## config.mk

```make
export PLATFORM = sky130hd
export DESIGN_NAME = uart_os_rx_flat
export DESIGN_NICKNAME = d
export VERILOG_FILES = /design/src/rtl/uart_os_rx_pkg.sv /design/src/rtl/uart_os_rx_if.sv /design/src/rtl/uart_os_rx_baud_tick.sv /design/src/rtl/uart_os_rx.sv /design/src/flat_wrapper.sv
export SDC_FILE = /design/constraint.sdc
export NUM_CORES = 1
export LEC_CHECK = 0
export CAP_MARGIN = 20
export CORE_MARGIN = 8
export CORE_UTILIZATION = 51
export DETAILED_ROUTE_END_ITERATION = 8
export GPL_ROUTABILITY_DRIVEN = 0
export HOLD_SLACK_MARGIN = 0.15
export PLACE_DENSITY_LB_ADDON = 0.2
export SYNTH_ARGS = -nofsm -noshare
export SYNTH_HDL_FRONTEND = slang
export SYNTH_SLANG_ARGS = --single-unit
```

## constraint.sdc

```tcl
create_clock -name clk -period 3.3 [get_ports clk]
set_clock_uncertainty 0.05 [all_clocks]
set_input_delay 0.66 -clock clk [delete_from_list [all_inputs] [get_ports clk]]
set_output_delay 0.66 -clock clk [all_outputs]
set_load 0.02 [all_outputs]
```

## src/rtl/uart_os_rx_pkg.sv

```systemverilog
// Shared types, constants and divisor table for the oversampling UART receiver.
// baud_to_div maps a baud select to clocks per 1/16 bit; unknown values map to 9600.
package uart_rx_pkg;

  typedef enum logic [2:0] {
    IDLE,
    START,
    DATA,
    PARITY,
    STOP1,
    STOP2
  } state_t;

  localparam int unsigned OVERSAMPLE = 16;
  localparam logic [3:0]  SAMPLE_PT  = 4'd7;

  function automatic logic [15:0] div_of(
    input int unsigned clk_hz,
    input int unsigned rate
  );
    int unsigned q;
    q = (clk_hz + rate * (OVERSAMPLE / 2))
      / (rate * OVERSAMPLE);
    return q[15:0];
  endfunction

  function automatic logic [15:0] baud_to_div(
    input logic [16:0] baud,
    input int unsigned clk_hz
  );
    logic [15:0] d;
    case (baud)
      17'd4800:   d = div_of(clk_hz, 4800);
      17'd9600:   d = div_of(clk_hz, 9600);
      17'd14400:  d = div_of(clk_hz, 14400);
      17'd19200:  d = div_of(clk_hz, 19200);
      17'd38400:  d = div_of(clk_hz, 38400);
      17'd57600:  d = div_of(clk_hz, 57600);
      17'd115200: d = div_of(clk_hz, 115200);
      17'd128000: d = div_of(clk_hz, 128000);
      default:    d = div_of(clk_hz, 9600);
    endcase
    return d;
  endfunction

endpackage

```

## src/rtl/uart_os_rx_if.sv

```systemverilog
// Receive-side holding register handshake: data, error flags, valid/ready.
// master = receiver (drives data/flags/valid), slave = consumer (drives ready).
interface uart_os_rx_if;
  logic [7:0] rx_data;
  logic       rx_parity_err;
  logic       rx_frame_err;
  logic       rx_valid;
  logic       rx_ready;

  modport master (
    output rx_data, rx_parity_err,
    output rx_frame_err, rx_valid,
    input  rx_ready
  );

  modport slave (
    input  rx_data, rx_parity_err,
    input  rx_frame_err, rx_valid,
    output rx_ready
  );
endinterface

```

## src/rtl/uart_os_rx_baud_tick.sv

```systemverilog
// 16x oversampling tick generator: tick once every div clocks.
// Ports: clk, rst_n, restart (sync, zeroes phase), div, tick.
module uart_baud_tick (
  input  logic        clk,
  input  logic        rst_n,
  input  logic        restart,
  input  logic [15:0] div,
  output logic        tick
);

  logic [15:0] cnt;
  logic        wrap;

  assign wrap = (cnt == div - 16'd1);
  assign tick = wrap && !restart;

  always_ff @(posedge clk or negedge rst_n) begin
    if (!rst_n) begin
      cnt <= '0;
    end else if (restart || wrap) begin
      cnt <= '0;
    end else begin
      cnt <= cnt + 16'd1;
    end
  end

endmodule

```

## src/rtl/uart_os_rx.sv

```systemverilog
// Oversampling UART receiver: rx, rx_en, framing config in; host handshake out
// plus rx_done/overrun_err pulses and busy. Macro UART_RX_MAJORITY_EN: 2-of-3 vote.
module uart_os_rx
  import uart_rx_pkg::*;
#(
  parameter int unsigned CLK_FREQ_HZ = 100_000_000,
  parameter int unsigned SYNC_STAGES = 2
) (
  input  logic          clk,
  input  logic          rst_n,
  input  logic          rx,
  input  logic          rx_en,
  input  logic [16:0]   baud,
  input  logic [3:0]    length,
  input  logic          parity_en,
  input  logic          parity_type,
  input  logic          stop2,
  output logic          rx_done,
  output logic          overrun_err,
  output logic          busy,
  uart_os_rx_if.master  host
);

  localparam int unsigned SS =
    (SYNC_STAGES < 2) ? 2 : SYNC_STAGES;

  logic [SS-1:0] sync;
  logic          rxs, rxs_d, fall;
  logic          smp, tick, start_ok;
  logic          at_dec, at_end, fin;
  logic          pop, exp_par, fe_fin;
  logic [2:0]    cfg_last;

  state_t        state;
  logic [3:0]    os_cnt;
  logic [2:0]    bit_cnt, last_l;
  logic          pen_l, ptype_l, stop2_l;
  logic [15:0]   div_l;
  logic [7:0]    sh;
  logic          perr, ferr;
  logic [7:0]    data_r;
  logic          pe_r, fe_r, valid_r;

  always_ff @(posedge clk or negedge rst_n) begin
    if (!rst_n) begin
      sync  <= '1;
      rxs_d <= 1'b1;
    end else begin
      sync  <= {sync[SS-2:0], rx};
      rxs_d <= rxs;
    end
  end

  assign rxs      = sync[SS-1];
  // Break recovery falls out of this: a line stuck low never shows an edge.
  assign fall     = rxs_d && !rxs;
  assign start_ok = (state == IDLE) && rx_en && fall;

  uart_baud_tick u_tick (
    .clk     (clk),
    .rst_n   (rst_n),
    .restart (start_ok),
    .div     (div_l),
    .tick    (tick)
  );

`ifdef UART_RX_MAJORITY_EN
  localparam logic [3:0] DEC_PT = SAMPLE_PT + 4'd1;
  logic s6, s7;

  always_ff @(posedge clk or negedge rst_n) begin
    if (!rst_n) begin
      s6 <= 1'b1;
      s7 <= 1'b1;
    end else if (tick) begin
      if (os_cnt == SAMPLE_PT - 4'd1) s6 <= rxs;
      if (os_cnt == SAMPLE_PT)        s7 <= rxs;
    end
  end

  assign smp = (s6 & s7) | (s6 & rxs) | (s7 & rxs);
`else
  localparam logic [3:0] DEC_PT = SAMPLE_PT;
  assign smp = rxs;
`endif

  assign at_dec = tick && (os_cnt == DEC_PT);
  assign at_end = tick && (os_cnt == 4'd15);
  assign fin    = at_dec &&
                  ((state == STOP1 && !stop2_l) ||
                   (state == STOP2));
  assign fe_fin = ferr | ~smp;
  assign pop    = valid_r && host.rx_ready;
  assign exp_par = ptype_l ? ^sh : ~^sh;

  assign cfg_last =
    (length >= 4'd5 && length <= 4'd8) ?
    3'(length - 4'd1) : 3'd7;

  always_ff @(posedge clk or negedge rst_n) begin
    if (!rst_n) begin
      state       <= IDLE;
      os_cnt      <= '0;
      bit_cnt     <= '0;
      last_l      <= 3'd7;
      pen_l       <= 1'b0;
      ptype_l     <= 1'b0;
      stop2_l     <= 1'b0;
      div_l       <= '0;
      sh          <= '0;
      perr        <= 1'b0;
      ferr        <= 1'b0;
      data_r      <= '0;
      pe_r        <= 1'b0;
      fe_r        <= 1'b0;
      valid_r     <= 1'b0;
      rx_done     <= 1'b0;
      overrun_err <= 1'b0;
    end else begin
      rx_done     <= 1'b0;
      overrun_err <= 1'b0;
      if (pop) valid_r <= 1'b0;
      if (state != IDLE && tick)
        os_cnt <= os_cnt + 4'd1;

      unique case (state)
        IDLE: begin
          if (start_ok) begin
            state   <= START;
            os_cnt  <= '0;
            bit_cnt <= '0;
            sh      <= '0;
            perr    <= 1'b0;
            ferr    <= 1'b0;
            last_l  <= cfg_last;
            pen_l   <= parity_en;
            ptype_l <= parity_type;
            stop2_l <= stop2;
            div_l   <= baud_to_div(baud, CLK_FREQ_HZ);
          end
        end
        START: begin
          if (at_dec && smp) state <= IDLE;
          else if (at_end)   state <= DATA;
        end
        DATA: begin
          if (at_dec) sh[bit_cnt] <= smp;
          if (at_end) begin
            if (bit_cnt == last_l)
              state <= pen_l ? PARITY : STOP1;
            else
              bit_cnt <= bit_cnt + 3'd1;
          end
        end
        PARITY: begin
          if (at_dec && smp != exp_par) perr <= 1'b1;
          if (at_end) state <= STOP1;
        end
        STOP1: begin
          if (at_dec) begin
            if (!smp) ferr <= 1'b1;
            if (!stop2_l) state <= IDLE;
          end else if (at_end && stop2_l) begin
            state <= STOP2;
          end
        end
        STOP2: begin
          if (at_dec) state <= IDLE;
        end
        default: state <= IDLE;
      endcase

      // Finishing at the stop-bit centre leaves half a bit to catch
      // the next start edge with no idle gap.
      if (fin) begin
        rx_done <= 1'b1;
        if (!valid_r || pop) begin
          data_r  <= sh;
          pe_r    <= perr;
          fe_r    <= fe_fin;
          valid_r <= 1'b1;
        end else begin
          overrun_err <= 1'b1;
        end
      end
    end
  end

  assign busy               = (state != IDLE);
  assign host.rx_data       = data_r;
  assign host.rx_parity_err = pe_r;
  assign host.rx_frame_err  = fe_r;
  assign host.rx_valid      = valid_r;

endmodule

```

## src/flat_wrapper.sv

```systemverilog
// flat-port wrapper written by rule: the top's interface ports become plain ports
module uart_os_rx_flat import uart_rx_pkg::*;
#(
  parameter int unsigned CLK_FREQ_HZ = 100_000_000,
  parameter int unsigned SYNC_STAGES = 2
)
  (clk, rst_n, rx, rx_en, baud, length, parity_en, parity_type, stop2, rx_done, overrun_err, busy, host_rx_data, host_rx_parity_err, host_rx_frame_err, host_rx_valid, host_rx_ready);
  uart_os_rx_if host_i ();
  input  logic clk;
  input  logic rst_n;
  input  logic rx;
  input  logic rx_en;
  input  logic [16:0] baud;
  input  logic [3:0] length;
  input  logic parity_en;
  input  logic parity_type;
  input  logic stop2;
  output logic rx_done;
  output logic overrun_err;
  output logic busy;
  output wire logic [$bits(host_i.rx_data)-1:0] host_rx_data;
  output wire logic [$bits(host_i.rx_parity_err)-1:0] host_rx_parity_err;
  output wire logic [$bits(host_i.rx_frame_err)-1:0] host_rx_frame_err;
  output wire logic [$bits(host_i.rx_valid)-1:0] host_rx_valid;
  input wire logic [$bits(host_i.rx_ready)-1:0] host_rx_ready;
  assign host_rx_data = host_i.rx_data;
  assign host_rx_parity_err = host_i.rx_parity_err;
  assign host_rx_frame_err = host_i.rx_frame_err;
  assign host_rx_valid = host_i.rx_valid;
  assign host_i.rx_ready = host_rx_ready;
  uart_os_rx #(.CLK_FREQ_HZ(CLK_FREQ_HZ), .SYNC_STAGES(SYNC_STAGES)) u_core (.clk(clk), .rst_n(rst_n), .rx(rx), .rx_en(rx_en), .baud(baud), .length(length), .parity_en(parity_en), .parity_type(parity_type), .stop2(stop2), .rx_done(rx_done), .overrun_err(overrun_err), .busy(busy), .host(host_i));
endmodule
```

After elaboration in Yosys (flattened, before gate mapping)

Cells that the tools add are included.

Add/sub/neg operators: 5
Magnitude comparators: 4
Equality and inequality tests: 30
Muxes and demuxes: 41
Bitwise gates (word level): 2
Reduce and logical (&&, ||, !) cells: 36

Operators with widths:

| operator                                           | number |
|---|---|
| one-hot mux 11 bit (7 select lines)                | 1 |
| 2-to-1 mux 3 bit                                   | 15 |
| == test 17 x 16 -> 1 bit, second input constant    | 2 |
| == test 17 bit, second input constant              | 2 |
| one-hot mux 3 bit (6 select lines)                 | 1 |
| == test 17 x 13 -> 1 bit, second input constant    | 1 |
| == test 17 x 14 -> 1 bit, second input constant    | 1 |
| == test 17 x 15 -> 1 bit, second input constant    | 1 |
| adder 16 x 1 -> 16 bit, second input constant      | 1 |
| == test 16 bit                                     | 1 |
| 2-to-1 mux 16 bit                                  | 1 |
| 2-to-1 mux 8 bit                                   | 2 |
| one-hot mux 8 bit (2 select lines)                 | 1 |
| subtractor 16 x 1 -> 16 bit, second input constant | 1 |
| logical AND 1 bit                                  | 15 |
| != test 2 x 1 -> 1 bit, second input constant      | 7 |
| 2-to-1 mux 1 bit                                   | 12 |
| 2-to-1 mux 4 bit                                   | 3 |
| bitwise mux 8 bit                                  | 1 |
| AND reduction 4 bit                                | 2 |
| AND reduction 8 bit                                | 1 |
| XNOR reduction 8 bit                               | 1 |
| XOR reduction 8 bit                                | 1 |
| == test 3 x 2 -> 1 bit, second input constant      | 2 |
| other kinds (29)                                   | 42 |

Flip-flop bits (word level): 74
Bits of input ports: 29

Depth between registers and ports, before layout

Depth in word-level cells: 10
Depth in mapped cells: 10
Gate-level depth less buffers: 9

By module

Synthesis repeated with hierarchy kept, for this count alone.

Cell total of the unflattened synthesis: 452
Area, all modules: 4252.8 µm²

Modules (own cells, without submodules):

| module         | times used | cells an instance | area an instance (µm²) | seq. area each (µm²) |
|---|---|---|---|---|
| uart_os_rx     | 1          | 288               | 2803.9                 | 1333.8 |
| uart_baud_tick | 1          | 164               | 1448.9                 | 400.4 |

Least setup slack after synthesis

No wires, ideal clock.

Kind: register -> register
Start: register u_core.div_l[0]
End: register u_core.state[0]
Library setup time: 104 ps
Arrival time: 3287 ps
Data required time: 3146 ps
Slack: -140 ps
Stages on the path, launching flop included: 11
Path buffers: 1
Path through: dfrtp_1 > inv_1 > ha_1 > or3b_2 > or3_4 > a2111o_1 > or4_4 > buf_6 > o31a_1 > a211o_1 > o41ai_2

Longest elaborated chain between the ends: 7
Elaborated cells on any way between the ends: 17
Those cells by class: add/sub (1); eq/ne (7); mux (3); reduce/logical (6)

Ends and longest elaborated chain:

| what                                                                                       | RTL line                             | text |
|---|---|---|
| start, declared                                                                            | uart_os_rx.sv:38                     | `logic [15:0] div_l;` |
| start signal, assigned                                                                     | uart_os_rx.sv:139                    | `div_l <= baud_to_div(baud, CLK_FREQ_HZ);` |
| subtractor 16 x 1 -> 16 bit (*)                                                            | uart_os_rx_baud_tick.sv:14           | `assign wrap = (cnt == div - 16'd1);` |
| == test 16 bit (*)                                                                         | uart_os_rx_baud_tick.sv:14           |  |
| logical AND 1 bit (*)                                                                      | uart_os_rx_baud_tick.sv:15           | `assign tick = wrap && !restart;` |
| logical AND 1 bit, on equally long branches                                                | uart_os_rx.sv:88, uart_os_rx.sv:87   |  |
| logical AND 1 bit, on equally long branches                                                | uart_os_rx.sv:163, uart_os_rx.sv:143 |  |
| != test 3 x 2 -> 1 bit (no source line) (tied with other cells)                            | --                                   |  |
| AND reduction 8 bit (no source line) or one-hot mux 3 bit (6 select lines) (tied branches) | --                                   |  |
| end signal, assigned                                                                       | uart_os_rx.sv:150                    | `state <= pen_l ? PARITY : STOP1;` |
| end, declared                                                                              | uart_os_rx.sv:34                     | `state_t state;` |

Mark *: on every way between the ends. The rest lies on a longest branch, timed or not.
A chain may end at the register's enable or synchronous reset.

Final worst setup path

Start: register u_core.div_l[1]
End: register u_core.state[0]

The elaborated chain is that of the path after synthesis.

==> results.ini <==
[placement]
portBuffers = 42
dp.cells = 604
hpwl_um = 7100
pre_cts_ws_ns = -0.139

[timing]
fin_crit_sh_pct = 98.1
fmax_ghz = 0.309
hold_viol = 0
setup_slack_ns = 0.0631
worst_slew_pin_slew_ns = 0.813
setup_violations = 0
rsz0062_at_grt = true
drv_slew = 0
fin_tns_setup_ns = 0
maxSlewHeadroom_pct = 45.8
period_minus_slack_ns = 3.24

[synthesis]
yosys_warnings = 0
ys_ff_latch = 69
synthCells = 439
yosysTopAreaCellShare_pct = 38.9
synth_area_leaders = dfrtp_1 39%, xnor2_1 6.3%, nor2_1 4.9%
synth_flop_cell = dfrtp_1
synth_fp_nets = 474
avgSynthCellArea_um2 = 9.23
yosys.area.top_type = dfrtp_1
netlist_area_mm2 = 0.00405
synth-edff-count = 0
ys_seq_area_share_pct = 42.8
synthArstFlopShare_pct = 100
yosysUniqueCellTypes = 64

[critical_path]
path_cells = inv_2 > ha_4 > or3b_4 > or3_4 > a2111o_1 > or4_4 > buf_6 > o31a_1 > a211o_1 > o41ai_2
path_class = flip-flop to flip-flop
crit_required_ns = 3.50
critPathBufInv = 2
cp-start-kind = flip-flop
crit_slowest_cell = or4_4
critical-path-max-stage-delay_ns = 0.51
cp-end-kind = flip-flop
arrival_ns = 3.44
worstPathMaxFanout = 8
crit_family = simple AND/OR/NAND/NOR gates

[layout]
area_delta_synth_final_pct = 27.1
drive_gt1_share_pct = 19.8
insertedDiodeCount = 0
final_util_pct = 66.6
area.sequential_mm2 = 0.00173
multiInputGateArea_mm2 = 0.00223
finalNetCount = 554
fillers = 597
stdcell_count = 626

[pwr]
ir_drop_mv = 0.338
p_leak_uw = 0.00224
powerDensity_mw_per_mm2 = 470

[run]
drv_cap = 0

[die]
coreArea_mm2 = 0.00773
die_area_mm2 = 0.0110
start_util_pct = 52.4
io_pins = 43
placementRows = 32
die_w_um = 105
die_y_um = 105

[cts]
cts-root-buf = clkbuf_8
clock_sinks = 69
clock_latency_ns = 0.35
cts-buffers-inserted = 9
cts_buffer_depth = 2
h-tree-depth = 3
clk_pin_slew_ns = 0.08
cts_tree = built

[global_route]
grt_first_pass_wirelength_um = 16300
antenna_found_initial = 0
grt_usage_pct = 17.7
grt_max_degree = 36
overflow = 0
grt_pass1_vias = 3530

[worst_hold_path]
hold_class = flip-flop to flip-flop

[routing]
wirelength_um = 9610
ant_nets = 0
num_vias = 3492
wl_per_cell_um = 15.3
drtPass1Iterations = 4
drc = 0
avgViaCountPerCell = 5.58
drtIter0Drc = 264

[run_status]
status = finished clean

[path summary, 6_finish.rpt]
path | from | endpoint | slack, ns | depth (start not counted)
min reg2reg | u_core.sync[0] | u_core.sync[1] | 0.31 | 0
max in group asynchronous | rst_n | u_core.div_l[4] | 2.08 | 2
max | u_core.div_l[1] | u_core.state[0] | 0.06 | 10
min | u_core.sync[0] | u_core.sync[1] | 0.31 | 0
max reg2reg | u_core.div_l[1] | u_core.state[0] | 0.06 | 10
min in group asynchronous | rst_n | u_core.u_tick.cnt[14] | 0.34 | 1
[worst reg2reg max path, stage by stage (launching register included)]
cell	delay [ns]
dfrtp_1	0.39
inv_2	0.08
ha_4	0.13
or3b_4	0.37
or3_4	0.33
a2111o_1	0.36
or4_4	0.51
buf_6	0.16
o31a_1	0.28
a211o_1	0.26
o41ai_2	0.20
[routing by layer]
| metal | share of wire (%) | track usage [%] |
|---|---|---|
| met5 | 0 | 0 |
| met2 | 46 | 27.7 |
| met4 | 1.9 | 7.24 |
| met3 | 4.5 | 3.56 |
| met1 | 48 | 23.3 |
[repair_timing]
action,4_1_cts,5_1_grt
endpoints found under the setup margin,20,23
cloned,0,1
buffers inserted,1,4
pin swaps,4,6
hold buffers,0,0
gates resized for setup,11,6
[layout make-up]
class | count | area share, %
Tap cell | 102 | 2.48
Inverter | 26 | 1.90
Clock buffer | 9 | 2.41
Sequential cell | 69 | 33.7
Multi-Input combinational cell | 327 | 43.3
Clock inverter | 7 | 1.58
Timing Repair Buffer | 86 | 14.6
[synthesized netlist by cell type, drive strengths merged (8+ instances only)]
cell and n:
nor3 14, o21ai 13, inv 26, nand2 36, clkbuf 13, mux2 12, xor2 15, or4 8
a21oi 18, nor2 53, dfrtp 63, nand3 14, nor4 12, o22ai 11, xnor2 29
[stage by stage]
step           hold WS, ns  power, uW  instance area, um^2
6_report             0.308       2420                 5150
5_1_grt              0.312       2550                 5150
4_1_cts              0.309       2420                 5070
3_5_place_dp         0.297       1670                 4810
3_3_place_gp         0.296       1650                 4810
2_1_floorplan        0.295       1450                 4070
[where the power goes]
group / total [uW] / switching [uW] / internal (uW) / leakage, uW
logic: 669 / 349 / 320 / 0.00123
clock network: 712 / 353 / 359 / 0.000101
registers: 1040 / 97.3 / 942 / 0.000901
total: 2420 / 800 / 1620 / 0.00224
[cells by family (layout without fill, tap and decap cells)]
family | Yosys count | count (layout) | share of synthesized area, %
compound gates | 73 | 73 | 12.2
xor+xnor | 45 | 45 | 10.1
fa+ha+maj | 6 | 6 | 1.85
buf+inv | 44 | 128 | 4.54
flops | 69 | 69 | 42.8
mux | 16 | 16 | 4.33
simple gates | 186 | 187 | 24.2
[placed cells by master, fill, tap and decap left out, types with 6 or more instances in the layout]
master / n
nor4_1: 10
a21oi_1: 17
dfrtp_1: 63
and3_1: 6
clkdlybuf4s50_1: 41
nand2_1: 36
dfstp_2: 6
o21ai_0: 13
nor2_1: 53
nor3_1: 13
nand2b_1: 6
mux2_2: 12
inv_1: 24
buf_4: 42
nand3_1: 13
o22ai_1: 11
a31oi_1: 7
xnor2_1: 29
clkbuf_8: 9
nor2b_1: 7
xor2_1: 15
[flip-flops by register name, indices dropped and copies added, names as in the netlist, 2 cells and up]
signal / cells
u_core.host.rx_data: 8
u_core.os_cnt: 4
u_core.div_l: 11
u_core.state: 3
u_core.sh: 8
u_core.bit_cnt: 3
u_core.u_tick.cnt: 16
u_core.sync: 2
u_core.last_l: 3
Power figures use the tool's default switching activity.
